File: config.mk
export PLATFORM = sky130hd
export DESIGN_NAME = apb_master_bridge
export DESIGN_NICKNAME = d
export VERILOG_FILES = /design/src/rtl/apb_master_bridge.sv
export SDC_FILE = /design/constraint.sdc
export NUM_CORES = 1
export LEC_CHECK = 0
export BUFFER_PORTS_ARGS = -buffer_cell sky130_fd_sc_hd__buf_2
export CAP_MARGIN = 10
export CORE_MARGIN = 3
export CORE_UTILIZATION = 40
export DETAILED_ROUTE_END_ITERATION = 10
export PLACE_DENSITY = 0.65
export SLEW_MARGIN = 0
export SYNTH_ARGS = -nofsm -noshare
export SYNTH_HDL_FRONTEND = slang
export SYNTH_SLANG_ARGS = --single-unit
File: constraint.sdc
create_clock -name pclk -period 2.5 [get_ports pclk]
set_input_delay 0.25 -clock pclk [delete_from_list [all_inputs] [get_ports pclk]]
set_output_delay 0.25 -clock pclk [all_outputs]
set_load 0.02 [all_outputs]
File: src/rtl/apb_master_bridge.sv
// Single-outstanding APB3 requester: turns a valid/ready command stream into
// SETUP/ACCESS transfers and returns each result on a valid/ready response stream.
module apb_master_bridge #(
  parameter int ADDR_WIDTH     = 8,
  parameter int DATA_WIDTH     = 8,
  parameter int TIMEOUT_CYCLES = 16
) (
  input  logic                  pclk,
  input  logic                  presetn,
  input  logic                  cmd_valid,
  output logic                  cmd_ready,
  input  logic                  cmd_write,
  input  logic [ADDR_WIDTH-1:0] cmd_addr,
  input  logic [DATA_WIDTH-1:0] cmd_wdata,
  output logic                  rsp_valid,
  input  logic                  rsp_ready,
  output logic [DATA_WIDTH-1:0] rsp_rdata,
  output logic                  rsp_slverr,
  output logic                  rsp_timeout,
  output logic                  psel,
  output logic                  penable,
  output logic                  pwrite,
  output logic [ADDR_WIDTH-1:0] paddr,
  output logic [DATA_WIDTH-1:0] pwdata,
  input  logic [DATA_WIDTH-1:0] prdata,
  input  logic                  pready,
  input  logic                  pslverr
);

  typedef enum logic [1:0] {IDLE, SETUP, ACCESS, RESP} state_t;

  localparam logic [16:0] TO_LIMIT = 17'(TIMEOUT_CYCLES);

  state_t                state_q, state_d;
  logic                  psel_q, psel_d;
  logic                  penable_q, penable_d;
  logic                  pwrite_q, pwrite_d;
  logic [ADDR_WIDTH-1:0] paddr_q, paddr_d;
  logic [DATA_WIDTH-1:0] pwdata_q, pwdata_d;
  logic                  rsp_valid_q, rsp_valid_d;
  logic [DATA_WIDTH-1:0] rsp_rdata_q, rsp_rdata_d;
  logic                  rsp_slverr_q, rsp_slverr_d;
  logic                  rsp_timeout_q, rsp_timeout_d;
  logic [15:0]           wait_q, wait_d;
  logic [16:0]           wait_inc;
  logic                  timeout_hit;

  // The counter is widened by one bit so the compare against 65535 cannot wrap.
  assign wait_inc    = {1'b0, wait_q} + 17'd1;
  assign timeout_hit = (TIMEOUT_CYCLES != 0) && (wait_inc == TO_LIMIT);

  always_comb begin
    state_d       = state_q;
    psel_d        = psel_q;
    penable_d     = penable_q;
    pwrite_d      = pwrite_q;
    paddr_d       = paddr_q;
    pwdata_d      = pwdata_q;
    rsp_valid_d   = rsp_valid_q;
    rsp_rdata_d   = rsp_rdata_q;
    rsp_slverr_d  = rsp_slverr_q;
    rsp_timeout_d = rsp_timeout_q;
    wait_d        = wait_q;
    unique case (state_q)
      IDLE: begin
        if (cmd_valid) begin
          pwrite_d  = cmd_write;
          paddr_d   = cmd_addr;
          pwdata_d  = cmd_wdata;
          psel_d    = 1'b1;
          penable_d = 1'b0;
          wait_d    = '0;
          state_d   = SETUP;
        end
      end
      SETUP: begin
        penable_d = 1'b1;
        state_d   = ACCESS;
      end
      ACCESS: begin
        if (pready) begin
          rsp_rdata_d   = pwrite_q ? '0 : prdata;
          rsp_slverr_d  = pslverr;
          rsp_timeout_d = 1'b0;
          rsp_valid_d   = 1'b1;
          psel_d        = 1'b0;
          penable_d     = 1'b0;
          state_d       = RESP;
        end else if (timeout_hit) begin
          rsp_rdata_d   = '0;
          rsp_slverr_d  = 1'b1;
          rsp_timeout_d = 1'b1;
          rsp_valid_d   = 1'b1;
          psel_d        = 1'b0;
          penable_d     = 1'b0;
          state_d       = RESP;
        end else begin
          wait_d = wait_q + 16'd1;
        end
      end
      RESP: begin
        if (rsp_ready) begin
          rsp_valid_d = 1'b0;
          state_d     = IDLE;
        end
      end
      default: state_d = IDLE;
    endcase
  end

  always_ff @(posedge pclk) begin
    if (!presetn) begin
      state_q       <= IDLE;
      psel_q        <= 1'b0;
      penable_q     <= 1'b0;
      pwrite_q      <= 1'b0;
      paddr_q       <= '0;
      pwdata_q      <= '0;
      rsp_valid_q   <= 1'b0;
      rsp_rdata_q   <= '0;
      rsp_slverr_q  <= 1'b0;
      rsp_timeout_q <= 1'b0;
      wait_q        <= '0;
    end else begin
      state_q       <= state_d;
      psel_q        <= psel_d;
      penable_q     <= penable_d;
      pwrite_q      <= pwrite_d;
      paddr_q       <= paddr_d;
      pwdata_q      <= pwdata_d;
      rsp_valid_q   <= rsp_valid_d;
      rsp_rdata_q   <= rsp_rdata_d;
      rsp_slverr_q  <= rsp_slverr_d;
      rsp_timeout_q <= rsp_timeout_d;
      wait_q        <= wait_d;
    end
  end

  assign cmd_ready   = (state_q == IDLE);
  assign psel        = psel_q;
  assign penable     = penable_q;
  assign pwrite      = pwrite_q;
  assign paddr       = paddr_q;
  assign pwdata      = pwdata_q;
  assign rsp_valid   = rsp_valid_q;
  assign rsp_rdata   = rsp_rdata_q;
  assign rsp_slverr  = rsp_slverr_q;
  assign rsp_timeout = rsp_timeout_q;

endmodule
# [After elaboration in Yosys (flattened, before gate mapping)]
# Index checks and enable logic that the tools add are counted.
[op_classes] addsub=2 n_eq_ne=9 muxes=24 reduce_logical=12
[ops] operator="16-bit two-way mux" count=3
[ops] operator="16-bit one-hot mux with 2 select lines" count=1
[ops] operator="8-bit two-way mux" count=3
[ops] operator="16-bit by 1-bit adder with 17-bit output (second input constant)" count=1
[ops] operator="17-bit by 5-bit equality test with 1-bit output (second input constant)" count=1
[ops] operator="16-bit by 1-bit adder with 16-bit output (second input constant)" count=1
[ops] operator="3-bit AND reduction" count=4
[ops] operator="1-bit two-way mux" count=9
[ops] operator="2-bit two-way mux" count=4
[ops] operator="2-bit inequality test (second input constant)" count=4
[ops] operator="2-bit one-hot mux with 4 select lines" count=1
[ops] operator="2-bit nonzero test" count=3
[ops] operator="2-bit equality test (second input constant)" count=2
[ops] operator="1-bit one-hot mux with 2 select lines" count=2
[ops] operator="2-bit AND reduction" count=2
[ops] operator="4-bit AND reduction" count=1
[ops] operator="3-bit inequality test (second input constant)" count=1
[ops] operator="1-bit one-hot mux with 3 select lines" count=1
[ops] operator="3-bit nonzero test" count=1
[ops] operator="2-bit by 1-bit equality test with 1-bit output (second input constant)" count=1
[ops] operator="2-bit zero test" count=1
[word_totals] reg_bits=48 inputBits=31 output_inout_bits=31 word_cells=58

# [Logic depth before layout (Yosys ltp)]
# Gate-level depths: netlist of the first run.
[depth] depth_word=5 depth_mapped=10 ltp_nobuf=8

# [Worst setup path after synthesis of the first run]
# Ideal clock, no wire load.
[synth_timing] kind="reg-to-reg" startpoint="register wait_q[0]" endpoint="register rsp_rdata_q[0] (netlist: rsp_rdata[0])" setup_time_ns=0.117 t_arrival_ns=2.424 t_required_ns=2.383 path_slack_ns=-0.042 stages_incl_launch_ff=11 path_buffers=2 period_less_slack_ns=2.542 cell_sequence="dfxtp_1 -> ha_1 -> nand3_2 -> nor3_2 -> xnor2_1 -> o2111ai_1 -> o41ai_2 -> buf_6 -> nand2_4 -> buf_6 -> a32o_1"
[synth_via] elab_chain_len=4
[synth_rtl] item="start: declaration" line="44" rtl="logic [15:0] wait_q, wait_d;"
[synth_rtl] item="start signal: assignment" line="135" rtl="wait_q <= wait_d;"
[synth_rtl] item="16-bit by 1-bit adder with 17-bit output" line="49" rtl="assign wait_inc = {1'b0, wait_q} + 17'd1;"
[synth_rtl] item="17-bit by 5-bit equality test with 1-bit output" line="50" rtl="assign timeout_hit = (TIMEOUT_CYCLES != 0) && (wait_inc == TO_LIMIT);"
[synth_rtl] item="2-bit nonzero test (no line)"
[synth_rtl] item="2-bit AND reduction (no line)"
[synth_rtl] item="end signal: assignment" line="132" rtl="rsp_rdata_q <= rsp_rdata_d;"
[synth_rtl] item="end: declaration" line="41" rtl="logic [DATA_WIDTH-1:0] rsp_rdata_q, rsp_rdata_d;"
# No other way between the ends.
# A chain may end at the register's enable or synchronous reset.

# [Worst setup path after layout of the first run]
[layout_timing] startpoint="register wait_q[4]" endpoint="register rsp_rdata_q[1] (netlist: rsp_rdata[1])"
# Same word-level chain as after synthesis.

==> flow_summary.yaml, run 1 <==
logic_synthesis:
  synth_compound_area_frac: 0.211
  synth.area.mux_share: 0.0206
  synth-simple-area-share: 0.276
  synth-main-ff-cell: "dfxtp_1"
  async_flop_share: 0
  syn-instance-count: 302
  synth_top_family_by_area: "simple AND/OR/NAND/NOR gates"
  synth-xor-area-share: 0.0176
  synthDistinctLibCells: 56
  synth_edf_count: 0
  synth-adder-area-share: 0.0301
  ys_ff_latch: 48
  synth.avg_cell_area_um2: 8.25
  synth-seq-area-share: 0.386
  yosysWarningCount: 0
  syn_nets: 339
  netlist_area_um2: 2490
worst_setup_path:
  crit_path_end_kind: "flip-flop"
  cp_max_fo: 11
  critPathTopFamily: "simple AND/OR/NAND/NOR gates"
  crit_slowest_cell: "nor4_4"
  path_cells: "nand4_4 > nor4_4 > mux2i_1 > nand2_2 > o41ai_4 > buf_4 > nand2_4 > a32o_1"
  cp.buffers_inverters: 1
  arrival_ns: 2.60
  path_class: "reg2reg"
  start_kind: "flip-flop"
  critical_path_required_ns: 2.69
  slowest_delay_ns: 0.38
layout:
  layoutNonFillerInstCount: 459
  final_common_cell: "buf_2"
  fin_nets: 420
  antenna_cells: 0
  fin_util: 0.545
  drive_gt1_frac: 0.333
  syn2layout_area_growth_pct: 31.1
  mostFrequentLayoutCells: "buf_2, nand2_1, dfxtp_1"
sta:
  fin_crit_ns: 2.40
  tightest_slew_ns: 0.398
  final_min_period_over_clock_period: 0.961
  fmax_mhz: 416
  slew_headroom: 0.732
  report.final.slew_viol_count: 0
  fin_ws_ns: 0.0979
  hold_violations: 0
  finalSetupViolCount: 0
  finClkSkew_ns: 0.0115
placement:
  dp_slack_ns: -0.0343
  dp_cells: 445
  hpwlAfterDp_mm: 4.78
  place_congestion: 0.899
  portBuffers: 61
pwr:
  ir_worst_vdd_mv: 0.573
  powerDensity_nw_per_um2: 782
  leakage_uw: 0.00140
grt:
  grt_pass1_wl_mm: 11.4
  grt_max_degree: 24
  grt_use_total: 0.191
  antenna_found_initial: 0
  grt_pass1_vias: 2424
  overflow: 0
clocking:
  clkTransAtPathRegs_ns: 0.09
  cts_made_buffers: 5
  insertion_delay_ns: 0.30
  hold_buffers: 0
  ctsRootBufferMaster: "clkbuf_8"
  cts_max_path_buffers: 2
  cts.sinks: 48
  htree_levels: 2
  cts_tree: "done"
route:
  drt-initial-drc-count: 276
  ant_nets: 0
  dr_total_vias: 2520
  drt_first_pass_iters: 4
  drc: 0
  vias_per_cell: 5.49
  wire_per_inst_um: 14.8
  drt-total-wl_mm: 6.80
flow_run:
  drv_cap: 0
floorplan:
  core-area_um2: 5990
  dieHeight_um: 84.9
  dieArea_um2: 7210
  chipWidth_um: 84.9
  initial_core_util: 0.416
  io_pins: 62
  row_count: 28
outcome:
  status: "finished, final reports clean"
worst_hold_path:
  hp-class: "in2reg"
[worst reg2reg max path, cell delays in order (launching register included)]
cell	delay (ns)
dfxtp_2	0.36
nand4_4	0.20
nor4_4	0.38
mux2i_1	0.26
nand2_2	0.11
o41ai_4	0.38
buf_4	0.22
nand2_4	0.11
a32o_1	0.28
[path summary, 6_finish.rpt]
path	from	to	slack (ns)	cells after the start
max	wait_q[4]	rsp_rdata[1]	0.1	8
min	prdata[0]	rsp_rdata[0]	0.16	2
max reg2reg	wait_q[4]	rsp_rdata[1]	0.1	8
min reg2reg	pwdata[6]	pwdata[6]	0.46	2
[per-stage QoR]
stage               TNS (ns)  total power, uW  hold slack [ns]  instance area, um2
global route         -0.0466             2720            0.157                3270
CTS                        0             2580            0.149                3170
global placement           0             1870            0.438                3000
detailed placement    -0.214             1880            0.444                3000
finish                     0             2550            0.158                3270
floorplan                  0             1570            0.376                2500
[power by group]
| part | leakage, uW | switching [uW] | total (uW) | internal (uW) |
|---|---|---|---|---|
| Sequential | 0.000394 | 60.8 | 929 | 868 |
| Combinational | 0.000937 | 631 | 943 | 312 |
| Clock | 0.0000687 | 279 | 682 | 403 |
[layout make-up]
cell class / count / area [um2]
clock buffers: 5 / 68.8
clock inverters: 3 / 68.8
fillers: 558 / 2720
inverters: 10 / 37.5
multi-input cells: 224 / 1460
flip-flops and latches: 48 / 975
well taps: 75 / 93.8
repair buffers: 94 / 566
[state kept, by name, summed over array words and instances (netlist names)]
name and count:
paddr 8, penable 1, psel 1, pwdata 8, pwrite 1, rsp_rdata 8
rsp_slverr 1, rsp_timeout 1, rsp_valid 1, state_q 2, wait_q 16
[cells by family after synthesis]
family          Yosys count
compound gates           77
xor+xnor                  5
fa+ha+maj                 6
buf+inv                  30
flops                    48
mux                       5
simple gates            131
[metal layers]
layer / GRT usage / wire, um
met4: 0.0820 / 204
met3: 0.0272 / 387
met5: 0 / 0
met1: 0.268 / 3050
met2: 0.291 / 3160
[Yosys cell counts (all sizes together), types with 2 or more instances]
cell / number / area share
a21oi: 29 / 0.058
a22o: 2 / 0.0070
a31oi: 5 / 0.013
a32o: 9 / 0.036
and4: 2 / 0.0070
buf: 7 / 0.024
clkbuf: 13 / 0.020
dfxtp: 48 / 0.39
ha: 6 / 0.030
inv: 10 / 0.015
mux2i: 4 / 0.016
nand2: 60 / 0.095
nand2b: 2 / 0.0050
nand3: 19 / 0.040
nand4: 6 / 0.026
nor2: 17 / 0.029
nor3: 6 / 0.014
nor4: 6 / 0.024
o2111ai: 2 / 0.0070
o211ai: 3 / 0.0090
o21ai: 12 / 0.024
o31a: 2 / 0.0070
or3: 3 / 0.0075
or4: 5 / 0.015
xnor2: 5 / 0.018
[timing repair]
action,in CTS,in global routing
pin swaps,0,9
endpoints found under the setup margin,11,24
gates resized for setup,2,15
setup buffers,2,4
hold endpoints to repair,0,0
Power figures use the tool's default switching activity.
==> run 2: changes to the inputs <==
--- a/config.mk
+++ b/config.mk
@@ -7,10 +7,12 @@
 export LEC_CHECK = 0
 export BUFFER_PORTS_ARGS = -buffer_cell sky130_fd_sc_hd__buf_2
 export CAP_MARGIN = 10
+export CELL_PAD_IN_SITES_DETAIL_PLACEMENT = 0
+export CELL_PAD_IN_SITES_GLOBAL_PLACEMENT = 1
 export CORE_MARGIN = 3
-export CORE_UTILIZATION = 40
+export CORE_UTILIZATION = 35
 export DETAILED_ROUTE_END_ITERATION = 10
-export PLACE_DENSITY = 0.65
+export PLACE_DENSITY_LB_ADDON = 0.1
 export SLEW_MARGIN = 0
 export SYNTH_ARGS = -nofsm -noshare
 export SYNTH_HDL_FRONTEND = slang
==> run 2 against run 1 <==
Effect of this change: non-clock buffer count rose by 10; power shrank 5.6%; first-iteration DRC count decreased by 61%; critical path depth is 1 higher; utilization fell by 5.7 points; final area up 2.2%; routed wire length up 5.8%; register-to-register slack worse by 0.02 ns; die area rose by 13%; maximum frequency fell by 0.67%; worst hold slack worse by 0.0054 ns; largest cell class unchanged; combinational power increased by 4.0%.
==> flow_summary.yaml, run 2 (synthesis results as in run 1) <==
outcome:
  status: "finished, final reports clean"
sta:
  finalSetupViolCount: 0
  report.final.slew_viol_count: 0
  fin_tns_setup_ns: 0
  tightest_slew_ns: 0.369
  fin_hold_ws_ns: 0.153
  fmax_mhz: 414
  fin_crit_ns: 2.42
  final_min_period_over_clock_period: 0.967
  slew_headroom: 0.754
  finClkSkew_ns: 0.00484
  hold_violations: 0
placement:
  portBuffers: 61
  place_congestion: 0.866
  dp_cells: 477
  hpwlAfterDp_mm: 5.07
route:
  ant_nets: 0
  dr_total_vias: 2505
  drt-total-wl_mm: 7.19
  drc: 0
  drt-initial-drc-count: 108
  vias_per_cell: 5.11
  drt_first_pass_iters: 4
  wire_per_inst_um: 14.7
worst_setup_path:
  arrival_ns: 2.67
  cp.buffers_inverters: 2
  path_class: "reg2reg"
  crit_path_end_kind: "flip-flop"
  crit_path_end: "rsp_valid"
  start_kind: "flip-flop"
  r2r_cells: 9
  r2r_setup_slack_ns: 0.08
  critical_path_required_ns: 2.75
  path_cells: "nand4_4 > buf_6 > nor4_4 > xnor2_1 > nand2_2 > o41a_1 > buf_4 > o21ai_0 > a32o_1"
  reg2reg_from: "wait_q[4]"
  slowest_delay_ns: 0.41
  crit_slowest_cell: "o41a_1"
  critPathTopFamily: "compound AO/OA/AOI/OAI gates"
  cp.depth: 9
  setup.worst_path.start: "wait_q[4]"
  r2r_end: "rsp_valid"
  cp_max_fo: 8
pwr:
  leakage_uw: 0.00145
  combPwrFrac: 0.407
  ir_worst_vdd_mv: 0.349
  power.switching_uw: 986
  p_seq_frac: 0.384
  p_total_uw: 2410
  powerDensity_nw_per_um2: 723
  pwr-share-clk: 0.209
  switching_share: 0.409
  p_int_uw: 1430
layout:
  largest_register_ffs: 16
  regMostFlops: "wait_q"
  final_common_cell: "buf_2"
  fillers: 699
  drive_gt1_frac: 0.350
  mostFrequentLayoutCells: "buf_2, nand2_1, buf_4"
  antenna_cells: 0
  syn2layout_area_growth_pct: 33.9
  layoutNonFillerInstCount: 490
  fin_nets: 430
floorplan:
  dieHeight_um: 90.4
  chipWidth_um: 90.4
  dieArea_um2: 8170
  row_count: 30
  io_pins: 62
  core-area_um2: 6830
  initial_core_util: 0.365
flow_run:
  drv_cap: 0
clocking:
  cts.sinks: 48
  htree_levels: 2
  cts_made_buffers: 5
  hold_buffers: 0
  cts_tree: "done"
  cts_max_path_buffers: 2
  insertion_delay_ns: 0.30
  clkTransAtPathRegs_ns: 0.09
  ctsRootBufferMaster: "clkbuf_8"
grt:
  grt_pass1_wl_mm: 12.1
  antenna_found_initial: 0
  grt_max_degree: 34
  overflow: 0
  grt_pass1_vias: 2485
  grt_use_total: 0.178
worst_hold_path:
  hp-class: "in2reg"
[run 2: worst reg2reg max path: stages, from the launching register on]
cell     delay [ns]
dfxtp_4        0.38
nand4_4        0.25
buf_6          0.21
nor4_4         0.32
xnor2_1        0.19
nand2_2        0.12
o41a_1         0.42
buf_4          0.17
o21ai_0        0.17
a32o_1         0.14
[run 2: layer usage]
metal / track usage / share of wire / up-vias
li1: - / - / 1278
met1: 0.239 / 0.48 / 1158
met2: 0.296 / 0.47 / 59
met3: 0.0300 / 0.042 / 10
met4: 0.0472 / 0.014 / 0
met5: 0 / 0 / -
[run 2: layout make-up]
| class | instances | area (um2) | share of cell area |
|---|---|---|---|
| clock inverter | 1 | 7.51 | 0.00225 |
| clock buffer | 7 | 86.3 | 0.0259 |
| sequential | 48 | 978 | 0.293 |
| tap | 96 | 120 | 0.0360 |
| timing repair buffer | 104 | 636 | 0.190 |
| inverter | 10 | 37.5 | 0.0112 |
| multi-input combinational | 224 | 1470 | 0.441 |
[run 2: power groups by stage]
stage                     Combinational [uW]  Clock, uW  Sequential (uW)
final                                    981        505              927
after detailed placement                 984          0              946
after CTS                                987        516              929
after floorplan                          512          0             1050
after global placement                   982          0              944
after global routing                    1090        547              940
[run 2: through the flow]
| stage | utilization | area [um2] | setup WS [ns] |
|---|---|---|---|
| after floorplan | - | 2500 | 0.00850 |
| after global placement | 0.456 | 3120 | -0.0280 |
| after detailed placement | 0.456 | 3120 | -0.0654 |
| after CTS | 0.471 | 3220 | 0.0130 |
| after global routing | 0.489 | 3340 | -0.0139 |
| final | 0.489 | 3340 | 0.0818 |
[run 2: worst min path at each step]
stage,from,endpoint,slack [ns],cells after the start
after CTS,prdata[3],rsp_rdata[3],0.14,2
after detailed placement,pwdata[4],pwdata[4],0.44,2
final,prdata[7],rsp_rdata[7],0.15,2
after global placement,pwdata[7],pwdata[7],0.44,2
after global routing,prdata[2],rsp_rdata[2],0.15,2
after floorplan,prdata[0],rsp_rdata[0],0.38,1
[run 2: repair_timing]
item | in CTS | in global routing
setup endpoints to repair | 5 | 23
setup buffers | 0 | 5
gates resized for setup | 3 | 20
pin swaps | 2 | 9
==> run 3: changes to the inputs <==
--- a/config.mk
+++ b/config.mk
@@ -5,12 +5,13 @@
 export SDC_FILE = /design/constraint.sdc
 export NUM_CORES = 1
 export LEC_CHECK = 0
+export ABC_AREA = 1
 export BUFFER_PORTS_ARGS = -buffer_cell sky130_fd_sc_hd__buf_2
 export CAP_MARGIN = 10
 export CELL_PAD_IN_SITES_DETAIL_PLACEMENT = 0
 export CELL_PAD_IN_SITES_GLOBAL_PLACEMENT = 1
 export CORE_MARGIN = 3
-export CORE_UTILIZATION = 35
+export CORE_UTILIZATION = 40
 export DETAILED_ROUTE_END_ITERATION = 10
 export PLACE_DENSITY_LB_ADDON = 0.1
 export SLEW_MARGIN = 0
==> constraint.sdc (replaced) <==
create_clock -name pclk -period 2.8 [get_ports pclk]
set_input_delay 0.28 -clock pclk [delete_from_list [all_inputs] [get_ports pclk]]
set_output_delay 0.28 -clock pclk [all_outputs]
set_load 0.02 [all_outputs]
==> run 3 against run 2 <==
Effect of this change: combinational power rose by 15%; sequential power down 0.6%; die area decreased by 12%; clock skew rose by 0.0047 ns; non-clock buffer count fell by 38; power increased by 2.8%; highest routed layer unchanged.
==> flow_summary.yaml, run 3 <==
outcome:
  status: "finished, final reports clean"
clocking:
  insertion_delay_ns: 0.30
  cts_made_buffers: 5
  cts_tree: "done"
  clkTransAtPathRegs_ns: 0.09
  post_cts_buffers: 0
  htree_levels: 2
  cts.sinks: 48
  cts_max_path_buffers: 2
  ctsRootBufferMaster: "clkbuf_8"
  hold_buffers: 0
  cts_resized: 0
layout:
  multiInputGateArea_um2: 1350
  syn2layout_area_growth_pct: 18.3
  mostFrequentLayoutCells: "nand2_1, nor2_1, buf_2"
  regArea_um2: 961
  regMostFlops: "wait_q"
  antenna_cells: 0
  drive_gt1_frac: 0.236
  fin_nets: 456
  fillers: 630
  final_common_cell: "nand2_1"
  largest_register_ffs: 16
floorplan:
  io_pins: 62
  chipWidth_um: 84.9
  row_count: 28
  dieHeight_um: 84.9
  initial_core_util: 0.416
  dieArea_um2: 7210
  core-area_um2: 5990
route:
  wire_per_inst_um: 12.4
  drt-total-wl_mm: 6.16
  dr_total_vias: 2434
  ant_nets: 0
  drt-initial-drc-count: 136
  drt_first_pass_iters: 4
  vias_per_cell: 4.92
  drc: 0
placement:
  place_congestion: 0.797
  hpwlAfterDp_mm: 4.44
  portBuffers: 61
worst_setup_path:
  crit_path_frequent_cell: "nand2_1"
  r2r_setup_slack_ns: 0.35
  critical_path_required_ns: 2.99
  critPathTopFamily: "simple AND/OR/NAND/NOR gates"
  path_cells: "ha_1 > nand3_1 > nor2_2 > nand2_1 > nand2_1 > nand2_1 > nor2_1 > nand2_1 > nor2_2 > nand3_4 > nand3_4 > nand2_1 > nand2_1 > nor2_1"
  start_kind: "flip-flop"
  crit_slowest_cell: "dfxtp_1"
  cp.depth: 14
  cp_max_fo: 22
  crit_path_end: "wait_q[10]"
  crit_path_end_kind: "flip-flop"
  r2r_end: "wait_q[10]"
  slowest_delay_ns: 0.43
  reg2reg_from: "wait_q[0]"
  r2r_cells: 14
  path_class: "reg2reg"
  setup.worst_path.start: "wait_q[0]"
  arrival_ns: 2.64
  cp.buffers_inverters: 0
logic_synthesis:
  netlist_area_um2: 2490
  synthDistinctLibCells: 24
  synth_area_leaders: "dfxtp_1, nand2_1, nor2_1"
  async_flop_share: 0
  synth-main-ff-cell: "dfxtp_1"
  synth-seq-area-share: 0.386
  synth.avg_cell_area_um2: 6.92
  synth_top_area_frac: 0.386
  syn-instance-count: 360
  syn_nets: 397
  yosysMostFrequentCell: "nand2_1"
  synthTopCellsByCount: "nand2_1, nor2_1, dfxtp_1"
  ys_ff_latch: 48
  synth_edf_count: 0
  synth.largest_area_cell: "dfxtp_1"
  yosysWarningCount: 0
sta:
  final_min_period_over_clock_period: 0.874
  rsz0062_at_grt: "false"
  fmax_mhz: 409
  hold_violations: 0
  slew_headroom: 0.359
  tightest_slew_ns: 0.961
  fin_crit_ns: 2.45
  finClkSkew_ns: 0.00952
  report.final.slew_viol_count: 0
  finalSetupViolCount: 0
  fin_tns_setup_ns: 0
grt:
  grt_pass1_wl_mm: 10.5
  grt_use_total: 0.179
  grt_pass1_vias: 2298
  grt_max_degree: 27
  antenna_found_initial: 0
  overflow: 0
pwr:
  p_int_uw: 1390
  leakage_uw: 0.00126
  switching_share: 0.439
  powerDensity_nw_per_um2: 841
  p_total_uw: 2480
  p_seq_frac: 0.371
  pwr-share-clk: 0.172
  power.switching_uw: 1090
  combPwrFrac: 0.457
  ir_worst_vdd_mv: 0.471
flow_run:
  drv_cap: 0
worst_hold_path:
  min-delay-start: "prdata[1]"
  hp-class: "in2reg"
==> run 3: cell types whose count changed in the layout (fill, tap and decap cells not counted), moves of 7 or more <==
cell,previous run,this run
inv_1,10,28
a21oi_1,29,20
a21oi_2,0,11
nor2_1,16,69
nand4_1,3,17
dfxtp_1,40,48
o21ai_0,11,19
buf_4,41,5
nor2_2,0,7
nand2_1,57,86
a32o_1,9,0
==> run 3: power groups by stage <==
| stage | combinational, uW | sequential, uW | clock (uW) |
|---|---|---|---|
| after floorplan | 746 | 1040 | 0 |
| after detailed placement | 1140 | 935 | 0 |
| after global routing | 1290 | 936 | 468 |
| after CTS | 1150 | 921 | 436 |
| final | 1130 | 921 | 426 |
| after global placement | 1130 | 933 | 0 |
==> run 3: area by class of cell <==
| cell class | instances | area share |
|---|---|---|
| Inverter | 29 | 0.0369 |
| Tap cell | 75 | 0.0318 |
| Multi-Input combinational cell | 269 | 0.458 |
| Sequential cell | 48 | 0.326 |
| Timing Repair Buffer | 66 | 0.116 |
| Clock buffer | 8 | 0.0306 |
==> run 3: kinds of logic (layout without fill, tap and decap cells) <==
logic type	count (synthesis)	in the layout	synth area share
AO/OA/AOI/OAI	52	52	0.123
XOR/XNOR	5	5	0.0206
adder cells (fa/ha/maj)	6	6	0.0301
buffers and inverters	43	103	0.0718
flip-flops	48	48	0.386
AND/OR/NAND/NOR	206	206	0.369
==> run 3: layer usage <==
metal / track usage / share of wire
met1: 0.232 / 0.47
met5: 0 / 0
met2: 0.302 / 0.47
met4: 0.0489 / 0.010
met3: 0.0359 / 0.040
==> run 3: through the flow <==
step | worst slack, ns | hold slack (ns) | utilization | instances | area (um2)
after floorplan | 0.900 | 0.405 | - | 360 | 2490
after global placement | 0.381 | 0.441 | 0.477 | 487 | 2860
after detailed placement | 0.363 | 0.440 | 0.477 | 487 | 2860
after CTS | 0.324 | 0.212 | 0.492 | 495 | 2950
after global routing | 0.0462 | 0.234 | 0.492 | 495 | 2950
final | 0.353 | 0.223 | 0.492 | 495 | 2950
==> run 3: worst min path at each step <==
stage	endpoint	slack, ns	depth (start not counted)
3_3_place_gp	rsp_timeout	0.44	2
4_1_cts	rsp_rdata[1]	0.21	3
3_5_place_dp	rsp_timeout	0.44	2
6_report	rsp_rdata[1]	0.22	3
2_1_floorplan	rsp_timeout	0.41	2
5_1_grt	rsp_rdata[1]	0.23	3
==> run 3: worst register-to-register path: stages, from the launching register on <==
cell and delay [ns]:
dfxtp_1 0.43, ha_1 0.24, nand3_1 0.16, nor2_2 0.17, nand2_1 0.07, nand2_1 0.09
nand2_1 0.05, nor2_1 0.12, nand2_1 0.08, nor2_2 0.16, nand3_4 0.26, nand3_4 0.31
nand2_1 0.09, nand2_1 0.06, nor2_1 0.05
